===== src/rtl/seg7_scan_driver.sv =====
// Multi-digit 7-segment driver: sequential binary-to-BCD conversion plus a prescaled digit scan.
// Optional feature: define SEG7_LZ_BLANK_EN to blank leading zeros.
module seg7_scan_driver #(
  parameter int NUM_DIGITS = 4,
  parameter int BIN_W      = 14,
  parameter int SCAN_DIV   = 1000
) (
  input  logic                  clk,
  input  logic                  rst_n,
  input  logic [BIN_W-1:0]      bin,
  input  logic                  bin_valid,
  output logic                  bin_ready,
  output logic                  conv_done,
  output logic                  ovf,
  output logic [6:0]            seg,
  output logic [NUM_DIGITS-1:0] seg_scan
);

  localparam int BCD_W = 4 * NUM_DIGITS;
  localparam int CNT_W = $clog2(BIN_W + 1);
  localparam int PRE_W = (SCAN_DIV > 1) ? $clog2(SCAN_DIV) : 1;
  localparam int IDX_W = (NUM_DIGITS > 1) ? $clog2(NUM_DIGITS) : 1;

  function automatic logic [63:0] max_display();
    logic [63:0] p;
    p = 64'd1;
    for (int i = 0; i < NUM_DIGITS; i++) p = p * 64'd10;
    return p - 64'd1;
  endfunction

  localparam logic [63:0] MAX_VAL = max_display();

  // Digit code 4'hF marks a dash so overflow frames never look like leading zeros.
  localparam logic [3:0] DASH_CODE = 4'hF;

  function automatic logic [6:0] decode(input logic [3:0] code);
    case (code)
      4'd0:      return 7'h3F;
      4'd1:      return 7'h06;
      4'd2:      return 7'h5B;
      4'd3:      return 7'h4F;
      4'd4:      return 7'h66;
      4'd5:      return 7'h6D;
      4'd6:      return 7'h7D;
      4'd7:      return 7'h07;
      4'd8:      return 7'h7F;
      4'd9:      return 7'h6F;
      DASH_CODE: return 7'h40;
      default:   return 7'h00;
    endcase
  endfunction

  typedef enum logic [1:0] {IDLE, CONV, LOAD} state_t;

  state_t                 state_q, state_d;
  logic [BIN_W-1:0]       shift_q;
  logic [BCD_W-1:0]       bcd_q, bcd_adj;
  logic [CNT_W-1:0]       cnt_q;
  logic                   ovf_pend_q;
  logic [BCD_W-1:0]       disp_q;
  logic                   ovf_q;
  logic                   conv_done_q;
  logic [PRE_W-1:0]       presc_q;
  logic [IDX_W-1:0]       idx_q;
  logic [6:0]             seg_q, seg_d;
  logic [NUM_DIGITS-1:0]  scan_q, scan_d;
  logic [3:0]             cur_code;
  logic                   blank;

  always_ff @(posedge clk or negedge rst_n) begin
    if (!rst_n) state_q <= IDLE;
    else        state_q <= state_d;
  end

  always_comb begin
    state_d   = state_q;
    bin_ready = 1'b0;
    case (state_q)
      IDLE: begin
        bin_ready = 1'b1;
        if (bin_valid) state_d = CONV;
      end
      CONV:    if (cnt_q == CNT_W'(1)) state_d = LOAD;
      LOAD:    state_d = IDLE;
      default: state_d = IDLE;
    endcase
  end

  // Shift-add-3 correction applied to every nibble before each shift.
  always_comb begin
    bcd_adj = '0;
    for (int i = 0; i < NUM_DIGITS; i++) begin
      if (bcd_q[4*i +: 4] >= 4'd5) bcd_adj[4*i +: 4] = bcd_q[4*i +: 4] + 4'd3;
      else                         bcd_adj[4*i +: 4] = bcd_q[4*i +: 4];
    end
  end

  always_ff @(posedge clk or negedge rst_n) begin
    if (!rst_n) begin
      shift_q     <= '0;
      bcd_q       <= '0;
      cnt_q       <= '0;
      ovf_pend_q  <= 1'b0;
      disp_q      <= '0;
      ovf_q       <= 1'b0;
      conv_done_q <= 1'b0;
    end else begin
      conv_done_q <= (state_q == LOAD);
      case (state_q)
        IDLE: begin
          if (bin_valid) begin
            shift_q    <= bin;
            bcd_q      <= '0;
            cnt_q      <= CNT_W'(BIN_W);
            ovf_pend_q <= (64'(bin) > MAX_VAL);
          end
        end
        CONV: begin
          {bcd_q, shift_q} <= {bcd_adj, shift_q} << 1;
          cnt_q            <= cnt_q - CNT_W'(1);
        end
        LOAD: begin
          disp_q <= ovf_pend_q ? {NUM_DIGITS{DASH_CODE}} : bcd_q;
          ovf_q  <= ovf_pend_q;
        end
        default: ;
      endcase
    end
  end

  always_ff @(posedge clk or negedge rst_n) begin
    if (!rst_n) begin
      presc_q <= '0;
      idx_q   <= '0;
    end else if (presc_q == PRE_W'(SCAN_DIV - 1)) begin
      presc_q <= '0;
      idx_q   <= (idx_q == IDX_W'(NUM_DIGITS - 1)) ? '0 : idx_q + IDX_W'(1);
    end else begin
      presc_q <= presc_q + PRE_W'(1);
    end
  end

  always_comb begin
    cur_code = 4'd0;
    scan_d   = '1;
    for (int i = 0; i < NUM_DIGITS; i++) begin
      if (idx_q == IDX_W'(i)) begin
        cur_code  = disp_q[4*i +: 4];
        scan_d[i] = 1'b0;
      end
    end
  end

`ifdef SEG7_LZ_BLANK_EN
  logic [NUM_DIGITS-1:0] zero_from;
  logic                  run_zero;

  // zero_from[i]: this digit and every digit above it are zero.
  always_comb begin
    zero_from = '0;
    run_zero  = 1'b1;
    for (int i = NUM_DIGITS - 1; i >= 0; i--) begin
      run_zero     = run_zero & (disp_q[4*i +: 4] == 4'd0);
      zero_from[i] = run_zero;
    end
  end

  always_comb begin
    blank = 1'b0;
    for (int i = 1; i < NUM_DIGITS; i++) begin
      if (idx_q == IDX_W'(i) && zero_from[i]) blank = 1'b1;
    end
  end
`else
  assign blank = 1'b0;
`endif

  assign seg_d = blank ? 7'h00 : decode(cur_code);

  always_ff @(posedge clk or negedge rst_n) begin
    if (!rst_n) begin
      seg_q  <= 7'h00;
      scan_q <= '1;
    end else begin
      seg_q  <= seg_d;
      scan_q <= scan_d;
    end
  end

  assign seg       = seg_q;
  assign seg_scan  = scan_q;
  assign conv_done = conv_done_q;
  assign ovf       = ovf_q;

endmodule


===== config.mk =====
export PLATFORM = sky130hd
export DESIGN_NAME = seg7_scan_driver
export DESIGN_NICKNAME = d
export VERILOG_FILES = /design/src/rtl/seg7_scan_driver.sv
export SDC_FILE = /design/constraint.sdc
export NUM_CORES = 1
export LEC_CHECK = 0
export CAP_MARGIN = 20
export CORE_MARGIN = 8
export CORE_UTILIZATION = 46
export CTS_CLUSTER_SIZE = 16
export DETAILED_ROUTE_END_ITERATION = 6
export PLACE_DENSITY = 0.63
export SLEW_MARGIN = 30
export SYNTH_ARGS = -nofsm -noshare
export SYNTH_HDL_FRONTEND = slang
export SYNTH_SLANG_ARGS = --single-unit

===== constraint.sdc =====
create_clock -name clk -period 4.4 [get_ports clk]
set_input_delay 0.66 -clock clk [delete_from_list [all_inputs] [get_ports clk]]
set_output_delay 0.66 -clock clk [all_outputs]
set_load 0.05 [all_outputs]

==> key figures <==
Drt
  – Post-route ant nets: 0
  – Via/cell ratio: 5.26
  – Routed wire length: 7.11 mm
  – Drc violations: 0
  – Drt wl/cell: 13.4 um
  – Vias: 2791
  – Drt pass-1 iters: 5
  – First DRT Iteration DRCs: 105

Synthesis
  – Mapped cell area: 0.00386 mm^2
  – Count leader, synth: dfrtp_1
  – Syn Area/Cell: 9.68 um^2
  – Simple-gate share of the synthesized area: 0.176
  – Post-synth EDFFs: 0
  – Synth area leaders: dfrtp_1, ha_1, nand2_1
  – Most common library cells after synthesis: dfrtp_1, nand2_1, nor2_1
  – Fraction of registers with async set/reset: 1.00
  – Syn_nets: 438
  – Post-Synth Adder-Cell Area: 0.0713
  – Synth Area in Compound Gates: 0.138
  – Xor-xnor portion of the synthesized cell area: 0.0340
  – Post-Synthesis Cells: 399
  – Post-synthesis mux area share: 0.0308
  – Share of Yosys cell area claimed by the top area cell type: 0.479
  – Post-synthesis cell type count: 51
  – Biggest area consumer among synthesized cells: dfrtp_1
  – Sequential area share after synthesis: 0.507
  – Ys flop type: dfrtp_1
  – Largest family of logic cells by synthesized area: simple AND/OR/NAND/NOR gates
  – #FFs+latches synth: 78
  – Synth warnings: 0

Global route
  – Initial antenna violation count: 0
  – GRT overflow: 0
  – Pin count of the biggest net entering global routing: 57
  – Vias in the first global route: 2820
  – First-pass GRT wire length: 13.0 mm
  – GRT Total Usage: 0.136

STA
  – Slew @ Worst Pin: 0.889 ns
  – Slew Viols, Final: 0
  – Final period utilization: 0.566
  – Final Hold Vio Count: 0
  – Final setup vio count: 0
  – Worst slew margin: 0.406
  – Fmax: 402 MHz
  – RSZ-0062 raised after global routing: false
  – Final Skew: 0.0105 ns
  – Post-Route Setup TNS: 0 ns
  – Min Clock Period, post-route: 2.49 ns

Clocking
  – Cts repair resizes: 0
  – CTS Buf Count: 9
  – Clock transition at path regs: 0.09 ns
  – CTS tree: done
  – Post-CTS Setup Inserts: 0
  – Htree depth: 3
  – Clock sinks: 78
  – CTS Buffer Depth: 2
  – CTS root buffer: clkbuf_8
  – # hold bufs at CTS: 0
  – Worst-Skew Late Latency: 0.35 ns

Placed design
  – Final GP Congestion: 0.826
  – IO Port Bufs: 30
  – DP HPWL: 5.04 mm

Die
  – Cell Rows: 33
  – Top Ports: 31
  – Die Area: 0.0116 mm^2
  – Starting density of the core: 0.472
  – Height of the die: 108 um
  – Die Width: 108 um
  – Core ar.: 0.00818 mm^2

Setup path
  – CP required: 4.68 ns
  – Critical path arrival: 2.77 ns
  – Worst Setup Start Kind: flop
  – WS Path Type: reg -> reg
  – CP peak stage delay: 0.49 ns
  – Maximum fanout along the worst path: 8
  – R2R cell count: 8
  – Crit end category: flop
  – Critical path's slowest cell: o221ai_1
  – Crit-path cells: inv_1 -> ha_1 -> a211o_2 -> o221ai_1 -> inv_1 -> ha_1 -> mux2_1 -> o21ai_1

Finish
  – Share of cells above drive strength 1: 0.0869
  – Filler cell count: 755
  – Area grow syn2layout: 14.4%
  – Final core occ: 0.541
  – Diode count: 0
  – Multi-input gate area: 0.00175 mm^2
  – Register area: 0.00196 mm^2
  – Layout net count: 460

Power and ir drop
  – Pwr/cell area: 607 mW/mm^2
  – Peak supply drop: 0.000607 V
  – Leakage: 0.00195 uW

Flow run
  – Max-cap violations: 0

Min path
  – Worst hold path type: in -> async

Outcome
  – Status: finished, final reports clean
cell families after synthesis:
logic type | count (synthesis)
AND/OR/NAND/NOR | 149
AO/OA/AOI/OAI | 82
flip-flops | 78
buffers and inverters | 42
adder cells (fa/ha/maj) | 22
XOR/XNOR | 15
multiplexers | 11
path summary, 6_finish.rpt:
kind	startpoint	endpoint	slack [ns]
setup / recovery	idx_q[1]	seg[0]	1.91
hold / removal	rst_n	seg[0]	0.26
setup reg to reg	idx_q[1]	seg[0]	1.91
hold reg to reg	presc_q[0]	presc_q[0]	0.47
max in group asynchronous	rst_n	bcd_q[2]	3.55
min in group clk	presc_q[0]	presc_q[0]	0.47
critical path: cells and delay by family, from the launching register on:
kind	cells	cell delay, ns
AOI/OAI and AO/OA	3	0.96
adders and majority gates	2	0.52
buffers and inverters	2	0.26
DFF	1	0.41
muxes	1	0.28
power breakdown:
group / leakage, uW / switching (uW) / internal (uW)
clock: 0.0000906 / 283 / 212
combinational: 0.000933 / 598 / 447
sequential: 0.000930 / 191 / 953
state kept, by name, summed over array words and instances, names as in the netlist, 2 cells and up:
signal / flops
disp_q: 16
seg: 7
idx_q: 2
shift_q: 14
presc_q: 10
bcd_q: 16
cnt_q: 4
state_q: 2
seg_scan: 4
routing by layer:
layer | share of wire | GRT usage
met4 | 0.014 | 0.0535
met2 | 0.46 | 0.217
met5 | 0 | 0
met3 | 0.040 | 0.0263
met1 | 0.49 | 0.178
cell type report:
type | count | area share
flip-flops and latches | 78 | 0.443
multi-input cells | 279 | 0.395
repair buffers | 32 | 0.0736
well taps | 105 | 0.0297
clock buffers | 9 | 0.0280
inverters | 21 | 0.0178
clock inverters | 7 | 0.0127
layout by cell type, fill, tap and decap left out, types with 2 or more instances in the layout:
cell type and instances:
dfrtp_1 74, nand2_1 60, nor2_1 41, clkdlybuf4s50_1 29
o21ai_0 28, ha_1 22, inv_1 21, nand3_1 15
a31oi_1 13, xnor2_1 9, clkbuf_8 9, o31ai_1 8
a21oi_1 7, xor2_1 6, mux2_2 6, nand2b_1 5
and2_1 5, o21ai_1 5, nor2b_1 4, mux2i_1 4
nor4_1 4, a32o_1 4, dfstp_2 4, a22oi_1 3
inv_6 3, o211ai_1 2, nand3b_1 2, nor3_1 2
clkinv_4 2, buf_4 2
metrics by stage:
stage | area (um^2) | hold WS, ns | worst slack (ns) | cells | power (uW)
final | 4420 | 0.265 | 1.91 | 531 | 2680
after global routing | 4420 | 0.293 | 1.64 | 531 | 2930
after CTS | 4420 | 0.276 | 1.93 | 531 | 2710
after detailed placement | 4240 | 0.467 | 1.76 | 515 | 2210
after global placement | 4210 | 0.446 | 1.83 | 514 | 2170
after floorplan | 3860 | 0.364 | 2.24 | 399 | 1950
No activity file was read; power rests on OpenSTA's default activity.
